$ cat src/rtl/cci_mpf_prim_rmw_pkg.sv
// Shared types and the per-lane operation for the read-modify-write pipeline.
package cci_mpf_prim_rmw_pkg;

  typedef enum logic [1:0] {
    READ  = 2'd0,
    WRITE = 2'd1,
    ADD   = 2'd2,
    OR    = 2'd3
  } t_rmw_op;

  // Lanes are zero-extended to this width; callers truncate the result back.
  localparam int MAX_LANE_BITS = 64;

  function automatic logic [MAX_LANE_BITS-1:0] rmw_lane_apply(
    input t_rmw_op                  op,
    input logic [MAX_LANE_BITS-1:0] old_v,
    input logic [MAX_LANE_BITS-1:0] opnd
  );
    case (op)
      WRITE:   return opnd;
      ADD:     return old_v + opnd;
      OR:      return old_v | opnd;
      default: return old_v;
    endcase
  endfunction

endpackage

$ cat src/rtl/cci_mpf_prim_ram_rmw_pipe_fwd_history.sv
// L-entry history of recent commits; patches stale RAM read data oldest to youngest.
module cci_mpf_prim_rmw_fwd_history
  import cci_mpf_prim_rmw_pkg::*;
#(
  parameter int L  = 1,
  parameter int AW = 5,
  parameter int NB = 8,
  parameter int BB = 8
) (
  input  logic             i_clk,
  input  logic             i_reset,
  input  logic             i_push_valid,
  input  logic [AW-1:0]    i_push_addr,
  input  logic [NB-1:0]    i_push_byteena,
  input  logic [NB*BB-1:0] i_push_data,
  input  logic [AW-1:0]    i_lookup_addr,
  input  logic [NB*BB-1:0] i_lookup_rdata,
  output logic [NB*BB-1:0] o_patched_data
);

  // Entry 0 is the youngest commit (previous cycle), entry L-1 the oldest.
  logic [L-1:0]     r_hist_valid;
  logic [AW-1:0]    r_hist_addr [L];
  logic [NB-1:0]    r_hist_be   [L];
  logic [NB*BB-1:0] r_hist_data [L];
  logic [NB*BB-1:0] w_patched;

  always_ff @(posedge i_clk) begin
    if (i_reset) begin
      r_hist_valid <= '0;
    end else begin
      for (int i = L - 1; i > 0; i--) r_hist_valid[i] <= r_hist_valid[i-1];
      r_hist_valid[0] <= i_push_valid;
    end
  end

  always_ff @(posedge i_clk) begin
    for (int i = L - 1; i > 0; i--) begin
      r_hist_addr[i] <= r_hist_addr[i-1];
      r_hist_be[i]   <= r_hist_be[i-1];
      r_hist_data[i] <= r_hist_data[i-1];
    end
    r_hist_addr[0] <= i_push_addr;
    r_hist_be[0]   <= i_push_byteena;
    r_hist_data[0] <= i_push_data;
  end

  always_comb begin
    w_patched = i_lookup_rdata;
    for (int i = L - 1; i >= 0; i--) begin
      if (r_hist_valid[i] && (r_hist_addr[i] == i_lookup_addr)) begin
        for (int b = 0; b < NB; b++) begin
          if (r_hist_be[i][b]) w_patched[b*BB +: BB] = r_hist_data[i][b*BB +: BB];
        end
      end
    end
  end

  assign o_patched_data = w_patched;

endmodule

$ cat src/rtl/cci_mpf_prim_ram_rmw_pipe.sv
// Fetch-and-op front end for a dual-port byte-enable RAM: read on port 1, commit on port 0.
module cci_mpf_prim_ram_rmw_pipe
  import cci_mpf_prim_rmw_pkg::*;
#(
  parameter int N_ENTRIES      = 32,
  parameter int N_DATA_BITS    = 64,
  parameter int N_BYTE_BITS    = 8,
  parameter int RAM_RD_LATENCY = 1,
  localparam int AW = $clog2(N_ENTRIES),
  localparam int NB = N_DATA_BITS / N_BYTE_BITS
) (
  input  logic                   clk,
  input  logic                   reset,
  input  logic                   ram_rdy,
  output logic                   in_ready,
  input  logic                   in_valid,
  input  logic [1:0]             in_op,
  input  logic [AW-1:0]          in_addr,
  input  logic [NB-1:0]          in_byteena,
  input  logic [N_DATA_BITS-1:0] in_data,
  output logic                   out_valid,
  output logic [N_DATA_BITS-1:0] out_data,
  output logic [AW-1:0]          ram_addr1,
  input  logic [N_DATA_BITS-1:0] ram_rdata1,
  output logic                   ram_wen0,
  output logic [AW-1:0]          ram_addr0,
  output logic [NB-1:0]          ram_byteena0,
  output logic [N_DATA_BITS-1:0] ram_wdata0
);

  localparam int L = RAM_RD_LATENCY;

  // Handshake: a request transfers on any cycle with in_valid && in_ready;
  // responses are single-cycle out_valid pulses with no backpressure.
  logic                   w_accept;
  logic [L-1:0]           r_pipe_valid;
  t_rmw_op                r_pipe_op   [L];
  logic [AW-1:0]          r_pipe_addr [L];
  logic [NB-1:0]          r_pipe_be   [L];
  logic [N_DATA_BITS-1:0] r_pipe_data [L];

  logic                   w_c_valid;
  t_rmw_op                w_c_op;
  logic [AW-1:0]          w_c_addr;
  logic [NB-1:0]          w_c_be;
  logic [N_DATA_BITS-1:0] w_c_data;
  logic [N_DATA_BITS-1:0] w_old;
  logic [N_DATA_BITS-1:0] w_new;
  logic                   w_wen;

  logic                   r_out_valid;
  logic [N_DATA_BITS-1:0] r_out_data;

  assign in_ready  = ram_rdy && !reset;
  assign w_accept  = in_valid && in_ready;
  assign ram_addr1 = in_addr;

  always_ff @(posedge clk) begin
    if (reset) begin
      r_pipe_valid <= '0;
    end else begin
      for (int i = L - 1; i > 0; i--) r_pipe_valid[i] <= r_pipe_valid[i-1];
      r_pipe_valid[0] <= w_accept;
    end
  end

  always_ff @(posedge clk) begin
    for (int i = L - 1; i > 0; i--) begin
      r_pipe_op[i]   <= r_pipe_op[i-1];
      r_pipe_addr[i] <= r_pipe_addr[i-1];
      r_pipe_be[i]   <= r_pipe_be[i-1];
      r_pipe_data[i] <= r_pipe_data[i-1];
    end
    r_pipe_op[0]   <= t_rmw_op'(in_op);
    r_pipe_addr[0] <= in_addr;
    r_pipe_be[0]   <= in_byteena;
    r_pipe_data[0] <= in_data;
  end

  assign w_c_valid = r_pipe_valid[L-1];
  assign w_c_op    = r_pipe_op[L-1];
  assign w_c_addr  = r_pipe_addr[L-1];
  assign w_c_be    = r_pipe_be[L-1];
  assign w_c_data  = r_pipe_data[L-1];

  cci_mpf_prim_rmw_fwd_history #(
    .L  (L),
    .AW (AW),
    .NB (NB),
    .BB (N_BYTE_BITS)
  ) u_hist (
    .i_clk          (clk),
    .i_reset        (reset),
    .i_push_valid   (w_wen),
    .i_push_addr    (w_c_addr),
    .i_push_byteena (w_c_be),
    .i_push_data    (w_new),
    .i_lookup_addr  (w_c_addr),
    .i_lookup_rdata (ram_rdata1),
    .o_patched_data (w_old)
  );

  always_comb begin
    w_new = w_old;
    for (int b = 0; b < NB; b++) begin
      if (w_c_be[b]) begin
        w_new[b*N_BYTE_BITS +: N_BYTE_BITS] = N_BYTE_BITS'(rmw_lane_apply(
          w_c_op,
          MAX_LANE_BITS'(w_old[b*N_BYTE_BITS +: N_BYTE_BITS]),
          MAX_LANE_BITS'(w_c_data[b*N_BYTE_BITS +: N_BYTE_BITS])));
      end
    end
  end

  // Reset also gates the commit so nothing lands while the pipe is being flushed.
  assign w_wen        = w_c_valid && !reset && (w_c_op != READ) && (|w_c_be);
  assign ram_wen0     = w_wen;
  assign ram_addr0    = w_c_addr;
  assign ram_byteena0 = w_c_be;
  assign ram_wdata0   = w_new;

  always_ff @(posedge clk) begin
    if (reset) r_out_valid <= 1'b0;
    else       r_out_valid <= w_c_valid;
    r_out_data <= w_old;
  end

  assign out_valid = r_out_valid;
  assign out_data  = r_out_data;

endmodule

$ cat config.mk
export PLATFORM = sky130hd
export DESIGN_NAME = cci_mpf_prim_ram_rmw_pipe
export DESIGN_NICKNAME = d
export VERILOG_FILES = /design/src/rtl/cci_mpf_prim_rmw_pkg.sv /design/src/rtl/cci_mpf_prim_ram_rmw_pipe_fwd_history.sv /design/src/rtl/cci_mpf_prim_ram_rmw_pipe.sv
export SDC_FILE = /design/constraint.sdc
export NUM_CORES = 1
export LEC_CHECK = 0
export CORE_MARGIN = 2
export CORE_UTILIZATION = 53
export DETAILED_ROUTE_END_ITERATION = 12
export PLACE_DENSITY = 0.92
export SYNTH_ARGS = -nofsm -noshare
export SYNTH_HDL_FRONTEND = slang
export SYNTH_HIERARCHICAL = 1
export SYNTH_SLANG_ARGS = --single-unit
$ cat constraint.sdc
create_clock -name clk -period 5 [get_ports clk]
set_input_delay 0.5 -clock clk [delete_from_list [all_inputs] [get_ports clk]]
set_output_delay 0.5 -clock clk [all_outputs]
set_load 0.02 [all_outputs]
==> flow_metrics.tcl, run 1 <==
set metrics [dict create \
    finalCritPeriodShare 0.970 \
    antenna_found_initial 1 \
    pre_cts_ws_ns 0.0845 \
    track_usage 0.295 \
    synth_top_area_frac 0.404 \
    hold_buffers 0 \
    worst_slew_pin_slew_ns 1.03 \
    r2r-end "u_hist/r_hist_data[0][54]" \
    hold_viol_final 0 \
    crit_type "flop to output pin" \
    cp.required_ns 4.50 \
    grt_max_degree 57 \
    reg2reg_depth 12 \
    detailed_place_hpwl_um 23300 \
    gr-usage-met2 0.537 \
    synthTopCellsByCount "dfxtp_1, inv_1, ha_1" \
    cts_inserted_buffers 24 \
    synth_top_area_cell "dfxtp_1" \
    ys_ff_latch 223 \
    clkSlewWorstSetupHoldPaths_ns 0.06 \
    period_minus_slack_ns 4.85 \
    critPathLaunch "r_pipe_addr[0][1]" \
    synth_cell_types 56 \
    nNetsFinal 1745 \
    die_area_sq_um 22000 \
    hold_class "flop to flop" \
    netlist_instances 1185 \
    synthTopCellsByArea "dfxtp_1, ha_1, mux2_2" \
    cts.path.max_buffers 3 \
    yosys_most_used_dff "dfxtp_1" \
    htreeDepth 1 \
    async_reset_ff_frac 0 \
    rows 52 \
    drtIter0Drc 411 \
    areaGrowthSynthToFinish_pct 37.3 \
    yosysMostFrequentCell "dfxtp_1" \
    place_congestion 0.898 \
    yosys_warnings 6 \
    syn-num-nets 1460 \
    die_h_um 148 \
    fin_cells 1757 \
    io-pin-count 296 \
    yosysSeqAreaShare 0.404 \
    hold_ws_ns 0.386 \
    place.port_buffers 295 \
    multiInputGateArea_sq_um 5910 \
    busiest_layer "met2" \
    timing.rr.start "r_pipe_addr[0][3]" \
    ant_nets 0 \
    start_util 0.543 \
    wl_per_cell_um 19.0 \
    max_freq_ghz 0.206 \
    status "finished clean" \
    drt-total-wl_um 33500 \
    num_vias 10000 \
    setup_violations 0 \
    clk_latency_ns 0.52 \
    report.final.slew_viol_count 0 \
    worst_slew_margin_rel 0.311 \
    clock_sinks 223 \
    syn_area_per_cell_sq_um 9.33 \
    maxCapViolCount 0 \
    crit_path_end "ram_wdata0[6]" \
    r2r_slack_ns 1.56 \
    die_w_um 148 \
    power_w 0.00490 \
    setup.worst_path.end_class "output pin" \
    finClkSkew_ns 0.00755 \
    use_met1 0.337 \
    dr.pass1.iters 5 \
    grt_pass1_vias 10000 \
    core_area_sq_um 20400 \
    use_met3 0.0626 \
    crit_path_max_fanout 8 \
    grt_pass1_wl_um 52100 \
    synth-edff-count 0 \
    syn-cell-area_sq_um 11100 \
    setup_ws_ns 0.148 \
    nFillCells 1363 \
    crit_path_start_kind "flop" \
    cts-root-buf "clkbuf_16" \
    final-seq-area_sq_um 4470 \
    avgViaCountPerCell 5.70 \
    placed_cells 1706 \
    cts_tree "built" \
    rsz0062_at_grt "no" \
    drive_gt1_frac 0.0996 \
    fin_tns_setup_ns 0 \
    grt_overflow 0 \
    route.detailed.drc 0 \
    powerDensity_nw_per_um2 323 \
    vdd_drop_max_v 0.000332 \
    worstPathArrival_ns 4.35 \
    leakage_nw 6.73 \
]
## sequential cells by signal, summed over array words and instances (netlist names)
signal               flops
out_data                64
out_valid                1
r_pipe_addr              5
r_pipe_be                8
r_pipe_data             64
r_pipe_op                2
r_pipe_valid             1
u_hist/r_hist_addr       5
u_hist/r_hist_be         8
u_hist/r_hist_data      64
u_hist/r_hist_valid      1
## through the flow
step,area (sq um),util
2_1_floorplan,11100,-
3_3_place_gp,14200,0.695
3_5_place_dp,14200,0.695
4_1_cts,15100,0.739
5_1_grt,15200,0.745
6_report,15200,0.745
## worst min path at each step
stage | cells past startpoint | from | endpoint
final | 0 | r_pipe_addr[0][4] | u_hist/r_hist_addr[0][4]
after global routing | 0 | r_pipe_addr[0][4] | u_hist/r_hist_addr[0][4]
after CTS | 0 | r_pipe_addr[0][4] | u_hist/r_hist_addr[0][4]
after detailed placement | 0 | r_pipe_addr[0][4] | u_hist/r_hist_addr[0][4]
after global placement | 0 | r_pipe_addr[0][1] | u_hist/r_hist_addr[0][1]
after floorplan | 0 | r_pipe_be[0][0] | u_hist/r_hist_be[0][0]
## cells in the final DEF (no fill, tap or decap), types with 6 or more instances in the layout
master / netlist / routed
nor2_4: 8 / 8
ha_1: 120 / 120
clkdlybuf4s50_1: 0 / 285
clkbuf_16: 0 / 25
o221ai_1: 14 / 14
nand2_1: 54 / 54
mux2_4: 8 / 8
o21bai_1: 17 / 17
xnor2_1: 15 / 13
o21ai_1: 35 / 35
o21a_1: 6 / 6
fa_1: 8 / 8
a211oi_1: 18 / 15
dlymetal6s2s_1: 0 / 10
a21oi_1: 79 / 79
inv_1: 132 / 132
nand3_1: 26 / 26
o21ai_0: 29 / 29
nor3_1: 26 / 26
clkbuf_8: 0 / 8
a31oi_1: 35 / 35
o22ai_1: 46 / 46
buf_4: 6 / 12
nor2_1: 85 / 85
mux2_2: 55 / 55
a211oi_2: 3 / 6
a21o_1: 12 / 12
dfxtp_1: 223 / 221
xor2_1: 25 / 25
## worst max-delay path, cell delays in order (launching register included)
cell and delay (ns):
dfxtp_1 0.37, xnor2_4 0.29, buf_4 0.17, nand3_1 0.17, nor2_8 0.26, mux2_4 0.35
ha_1 0.26, fa_1 0.43, a211oi_1 0.25, o21bai_1 0.10, a21oi_1 0.18, xor2_1 0.09
o221ai_1 0.25, clkdlybuf4s50_1 0.66
## cell type report
class                           count  share of cell area
Timing Repair Buffer              309               0.205
Sequential cell                   223               0.295
Clock buffer                       35              0.0490
Clock inverter                      7             0.00635
Multi-Input combinational cell    778               0.390
Antenna cell                        1            0.000165
Inverter                          134              0.0331
Tap cell                          270              0.0223
## report_power, final
part	internal (W)	total (W)	switching, W
combinational	0.000501	0.00105	0.000553
clock	0.00113	0.00187	0.000737
sequential	0.00190	0.00198	0.0000779
## repair_timing
action,CTS,global route
resized for setup,2,18
setup buffers,2,6
endpoints found under the setup margin,56,20
hold endpoints to repair,0,0
pin swaps,1,2
## cells by family after synthesis
| kind of cell | synth area share |
|---|---|
| and+or+nand+nor | 0.0919 |
| muxes | 0.0688 |
| xor gates and xnor gates | 0.0317 |
| DFF | 0.404 |
| AOI/OAI and AO/OA | 0.187 |
| adders and majority gates | 0.150 |
| buffers and inverters | 0.0666 |
## metal layers
layer,vias to the layer above,share of wire
li1,4688,-
met1,4718,0.37
met2,503,0.50
met3,105,0.082
met4,0,0.046
met5,-,0
Power figures use the tool's default switching activity.
==> run 2: changes to the inputs <==
Settings changed: HOLD_SLACK_MARGIN from default to 0.12.
==> results of run 2 <==
No change in the layout: final DEF, timing and power equal those of run 1.
==> run 3: changes to the inputs <==
Settings changed: CTS_CLUSTER_SIZE from default to 20.
==> results of run 3 <==
No change in the layout: final DEF, timing and power equal those of run 1.
